===== config.mk =====
export PLATFORM = sky130hd
export DESIGN_NAME = cpu_control
export DESIGN_NICKNAME = d
export VERILOG_FILES = /design/src/rtl/cpu_control.sv
export SDC_FILE = /design/constraint.sdc
export NUM_CORES = 1
export LEC_CHECK = 0
export ABC_AREA = 0
export CELL_PAD_IN_SITES_DETAIL_PLACEMENT = 0
export CELL_PAD_IN_SITES_GLOBAL_PLACEMENT = 1
export CORE_MARGIN = 10
export CORE_UTILIZATION = 42
export DETAILED_ROUTE_END_ITERATION = 10
export PLACE_DENSITY_LB_ADDON = 0.1
export SLEW_MARGIN = 20
export SYNTH_ARGS = -nofsm -noshare
export SYNTH_HDL_FRONTEND = slang
export SYNTH_SLANG_ARGS = --single-unit

===== constraint.sdc =====
create_clock -name clk -period 3.7 [get_ports clk]
set_input_delay 0.74 -clock clk [delete_from_list [all_inputs] [get_ports clk]]
set_output_delay 0.74 -clock clk [all_outputs]
set_load 0.01 [all_outputs]

===== src/rtl/cpu_control.sv =====
// Purpose : sequential control unit for a small 10-bit CPU (fetch/decode/execute/writeback, R0..R3, external ALU).
// Latency : 4 cycles per instruction with a ready instruction memory; each FETCH cycle without imem_valid adds one.
// Backpressure: FETCH waits indefinitely on imem_valid; no other handshakes, HALTED is left only by reset.
//
// Ports:
//   clk, reset                   - clock, synchronous active-high reset
//   imem_req/imem_addr           - fetch request and address (address is pc)
//   imem_valid/imem_rdata        - fetch response, only looked at in FETCH
//   alu_a/alu_b/alu_ctrl         - registered operands and operation (IR[9:7]) to the external ALU
//   alu_result/alu_halt          - combinational ALU outputs, captured in EXECUTE
//   pc, retired, halted          - program counter, per-instruction retire pulse, stopped flag
//   dbg_sel/dbg_data             - combinational register-file read port
module cpu_control (
    input  logic        clk,
    input  logic        reset,
    output logic        imem_req,
    output logic [9:0]  imem_addr,
    input  logic        imem_valid,
    input  logic [9:0]  imem_rdata,
    output logic [9:0]  alu_a,
    output logic [9:0]  alu_b,
    output logic [2:0]  alu_ctrl,
    input  logic [9:0]  alu_result,
    input  logic        alu_halt,
    output logic [9:0]  pc,
    output logic        retired,
    output logic        halted,
    input  logic [1:0]  dbg_sel,
    output logic [9:0]  dbg_data
);

    typedef enum logic [2:0] {
        S_FETCH,
        S_DECODE,
        S_EXECUTE,
        S_WRITEBACK,
        S_HALTED
    } state_t;

    state_t      state;
    state_t      state_nxt;

    logic [9:0]  ir;
    logic [9:0]  op_a;
    logic [9:0]  op_b;
    logic [9:0]  res;
    logic        hlt;
    logic [9:0]  r1;
    logic [9:0]  r2;
    logic [9:0]  r3;

    // Read view of the register file; R0 is hard-wired to zero.
    logic [9:0]  rf [4];
    assign rf[0] = '0;
    assign rf[1] = r1;
    assign rf[2] = r2;
    assign rf[3] = r3;

    logic [1:0]  rd_idx;
    logic [1:0]  rs_idx;
    assign rd_idx = ir[6:5];
    assign rs_idx = ir[4:3];

    // IR[2:0] carry no meaning in this instruction set.
    logic        unused_ir_bits;
    assign unused_ir_bits = ^ir[2:0];

    // State register
    always_ff @(posedge clk) begin
        if (reset) begin
            state <= S_FETCH;
        end else begin
            state <= state_nxt;
        end
    end

    // Next-state logic
    always_comb begin
        state_nxt = state;
        case (state)
            S_FETCH:     if (imem_valid) state_nxt = S_DECODE;
            S_DECODE:    state_nxt = S_EXECUTE;
            S_EXECUTE:   state_nxt = S_WRITEBACK;
            S_WRITEBACK: state_nxt = hlt ? S_HALTED : S_FETCH;
            S_HALTED:    state_nxt = S_HALTED;
            default:     state_nxt = S_FETCH;
        endcase
    end

    // Datapath registers
    always_ff @(posedge clk) begin
        if (reset) begin
            pc   <= '0;
            ir   <= '0;
            op_a <= '0;
            op_b <= '0;
            res  <= '0;
            hlt  <= 1'b0;
            r1   <= '0;
            r2   <= '0;
            r3   <= '0;
        end else begin
            case (state)
                S_FETCH: begin
                    if (imem_valid) ir <= imem_rdata;
                end
                S_DECODE: begin
                    // Writeback of the previous instruction has already landed, so no bypass is needed.
                    op_a <= rf[rd_idx];
                    op_b <= rf[rs_idx];
                end
                S_EXECUTE: begin
                    res <= alu_result;
                    hlt <= alu_halt;
                end
                S_WRITEBACK: begin
                    if (!hlt) begin
                        pc <= pc + 10'd1;   // wraps 1023 -> 0
                        case (rd_idx)
                            2'd1:    r1 <= res;
                            2'd2:    r2 <= res;
                            2'd3:    r3 <= res;
                            default: ;      // writes to R0 are dropped
                        endcase
                    end
                end
                default: ;
            endcase
        end
    end

    // Outputs. Status strobes are masked while reset is held so an in-flight
    // instruction never reports completion in the cycle it is being discarded.
    assign imem_req  = (state == S_FETCH) || reset;
    assign imem_addr = pc;
    assign alu_a     = op_a;
    assign alu_b     = op_b;
    assign alu_ctrl  = ir[9:7];
    assign retired   = (state == S_WRITEBACK) && !hlt && !reset;
    assign halted    = (state == S_HALTED) && !reset;
    assign dbg_data  = rf[dbg_sel];

endmodule


* Word level (Yosys, flattened, before mapping) *
Index checks and enable logic that the tools add are counted.

storage, ports and cells
  output and inout bits = 56
  register bits after elaboration = 84
  bits of input ports = 26

operators by class
  $lt $le $gt $ge = 3
  $add $sub $neg = 1
  bitwise operators = 4
  equal/unequal tests = 8
  mux-type cells = 12
  reduce and logical (&&, ||, !) cells = 12

operator list
  operator                 number
  $bmux W10 S2             3
  $mux W10                 6
  $pmux W3 S5              1
  $add A10 B1 Y10 const B  1
  $ge A3 B3 Y1 const B     3
  $not A2 Y3               3
  $reduce_and A3 Y1        3
  $eq A3 B2 Y1 const B     2
  $mux W3                  2
  $eq A2 B2 Y1 const B     2
  $reduce_and A2 Y1        2
  $eq A3 B1 Y1 const B     1
  $eq A3 B3 Y1 const B     1
  $logic_and A1 B1 Y1      3
  $logic_not A3 Y1         1
  $eq A2 B1 Y1 const B     1
  $logic_not A1 Y1         2
  $ne A2 B2 Y1 const B     1
  $logic_or A1 B1 Y1       1
  $not A1 Y1               1

* Depth between registers and ports, before layout *
  word-level depth = 4
  gate-level depth with buffers = 5
  mapped depth without buffers = 4

* Least setup slack after synthesis *
Ideal clock, no wire load.

  path type = in2out
  start = input port dbg_sel[1]
  end = output port dbg_data[0]
  stages = 3
  arrival = 1.478 ns
  path buffers = 1
  slack = 1.482 ns
  path through = buf_2 > mux2_2 > a22o_1

on the way
  word-level cells in the longest chain between the ends = 4

ends and longest elaborated chain
  what                                         RTL line  RTL
  start, declared                              28        input logic [1:0] dbg_sel,
  $not A2 Y3 (implied by the code)             141       assign dbg_data = rf[dbg_sel];
  $bmux W10 S2                                 141
  $mux W10 (implied by the code) (2 in a row)  141
  end, declared                                29        output logic [9:0] dbg_data

No other way between the ends. The select of a mux whose other input is x is not followed.

* Worst setup path in the final report *
  start = input port dbg_sel[1]
  end = output port dbg_data[9]

The elaborated chain is that of the path after synthesis.

==> flow_metrics.tcl <==
set metrics [dict create \
    power.switching_uw 507 \
    finalPower_uw 1960 \
    async_reset_ff_share_pct 0 \
    p_seq_share_pct 48.7 \
    yosysSeqAreaShare_pct 40.6 \
    critPathArrivalTime_ps 2620 \
    vias 3134 \
    crit_type "in2out" \
    worst_r2r_startpoint "state[1]" \
    cpMaxStageDelayCell "clkdlybuf4s50_1" \
    synth_top_area_share_pct 40.6 \
    io_buffers 78 \
    hold_viol 0 \
    p_comb_share_pct 13.7 \
    worstSetupEndpointType "primary output" \
    globalplace.congestion 0.779 \
    synthCells 411 \
    required_ps 2960 \
    die_area_sq_um 13800 \
    core_sq_um 9240 \
    ys_types 34 \
    post-route-util_pct 53.9 \
    min_period_ps 3360 \
    synth-warning-count 0 \
    pin_count 82 \
    ir_drop_v 0.000273 \
    cp-start-kind "input pin" \
    final_cell_area_sq_um 4980 \
    cts_tree "yes" \
    clock_sinks 81 \
    p_leak_uw 0.00184 \
    crit_path_cell_trace "clkdlybuf4s50_1 -> nor2b_1 -> buf_4 -> a22o_1 -> clkdlybuf4s50_1" \
    ant_nets 0 \
    grt_setup_unrepaired "no" \
    maxCapViolations 0 \
    place_area_sq_um 4750 \
    antenna_found_initial 0 \
    skew_ps 4.01 \
    crit_top_cell "clkdlybuf4s50_1" \
    slew_headroom_pct 31.4 \
    min_period_over_period_pct 90.8 \
    swShare_pct 25.9 \
    final_cells 595 \
    hpwl_mm 7.16 \
    die_height_um 118 \
    post_cts_resized 0 \
    start_util_pct 43.2 \
    clkTransAtPathRegs_ps 80 \
    cts-root-buf "clkbuf_8" \
    clock_path_buffers 2 \
    clk_latency_ps 350 \
    drc_errors 0 \
    synth_nets 438 \
    h-tree-depth 3 \
    gr-total-overflow 0 \
    area_growth_pct 24.6 \
    netlist_area_sq_um 4000 \
    drt_iter0_markers 159 \
    first_pass_iters 4 \
    pwr-share-clk_pct 37.6 \
    status "completed" \
    worst-path-buf-inv 3 \
    grt_pass1_wl_mm 16.4 \
    internal_power_uw 1450 \
    post-cts-setup-buffers 0 \
    rows 35 \
    dp_cells 579 \
    final_nets 488 \
    grt_pass1_vias 3159 \
    grt.total_usage_pct 14.1 \
    wl_mm 9.91 \
    vias_per_cell 5.27 \
    slowest_delay_ps 750 \
    fill_cells 860 \
    grt_max_degree 88 \
    cp-startpoint "dbg_sel[1]" \
    hp-class "reg2reg" \
    min-delay-start "alu_b[2]" \
    fmax_ghz 0.298 \
    cts_buffers 9 \
    synth_largest_area_cell "dfxtp_1" \
    antenna_cells 0 \
    synth_seq_cells 81 \
    finalSetupTns_ps 0 \
    worstMarginPinSlew_ps 1030 \
    cpLargestDelayFamily "buffers and inverters" \
    ys.flop_type "dfxtp_1" \
    drive_gt1_share_pct 18.5 \
    route.detailed.wl_per_inst_um 16.6 \
    synth_edf_count 0 \
    avgSynthCellArea_sq_um 9.72 \
    final-max-slew-violation-count 0 \
    synthTopCellsByArea "dfxtp_1 41%, mux2i_1 9.5%, mux2_2 9.0%, a221oi_2 7.5%, nand2b_1 4.9%" \
    yosysMostFrequentCell "dfxtp_1" \
    synth_commonest_cells "81 x dfxtp_1, 45 x nor2_1, 38 x mux2i_1, 32 x mux2_2, 31 x nand2b_1" \
    ctsHoldBuffers 0 \
    setup_viol 0 \
    p_per_area_nw_per_um2 393 \
    fp.dieW_um 118 \
    crit_fanout 11 \
]
cell usage in the layout, fill, tap and decap left out, types with 2 or more instances in the layout:
cell type	n
dfxtp_1	81
clkdlybuf4s50_1	77
nor2_1	45
mux2i_1	38
mux2_2	32
nand2b_1	31
nor3_1	22
a221oi_2	20
a21oi_1	18
nand3_1	13
o21ai_0	12
a22o_1	10
clkbuf_8	10
buf_4	10
nand2_1	6
nor2b_1	4
o31ai_1	4
or4_1	4
inv_1	3
nor4_1	3
nor3b_2	2
or3_1	2
xnor2_1	2
bufinv_16	2
routing by layer:
layer / global-route usage [%] / up-vias / part of all wire [%]
met1: 17.0 / 1510 / 45
met2: 23.7 / 51 / 50
met4: 4.25 / 0 / 0.69
li1: - / 1567 / -
met3: 3.98 / 6 / 4.2
met5: 0 / - / 0
stage by stage:
stage / setup WS (ps) / hold slack [ps]
CTS: 343 / 495
finish: 342 / 491
floorplan: 1480 / 456
global route: 219 / 512
detailed placement: 359 / 479
global placement: 350 / 477
sequential cells by signal, summed over array words and instances, names as in the netlist:
name       flops
r1            10
alu_a         10
r2            10
hlt            1
ir             7
alu_b         10
res           10
r3            10
state          3
imem_addr     10
power groups by stage:
stage	sequential (uW)	clock, uW	combinational [uW]
final	954	735	269
after global routing	962	788	296
after global placement	973	0	269
after detailed placement	975	0	272
after CTS	954	756	273
after floorplan	959	0	179
cells by family after synthesis:
family / after synthesis / share of synthesized area (%)
simple gates: 141 / 18.6
mux: 70 / 18.5
buf+inv: 52 / 7.33
xor+xnor: 2 / 0.438
flops: 81 / 40.6
compound gates: 64 / 14.2
fa+ha+maj: 1 / 0.313
tightest hold or removal path, cell delays in order (launching register included):
cell     delay, ps
dfxtp_1        320
nor2_1          90
nor3_1          40
layout make-up:
cell class	instances	area [sq um]	share of cell area [%]
clock inverter	6	90.1	1.81
clock buffer	10	138	2.76
multi-input combinational	278	2110	42.3
timing repair buffer	88	851	17.1
tap	129	161	3.24
sequential	81	1620	32.6
inverter	3	11.3	0.226
worst paths after layout:
kind,to,slack [ps],cells after the start
worst max register to register,r3[1],1490,3
worst max-delay path,dbg_data[9],340,5
worst min-delay path,alu_b[2],490,2
worst min register to register,alu_b[2],490,2
No activity file was read; power rests on OpenSTA's default activity.
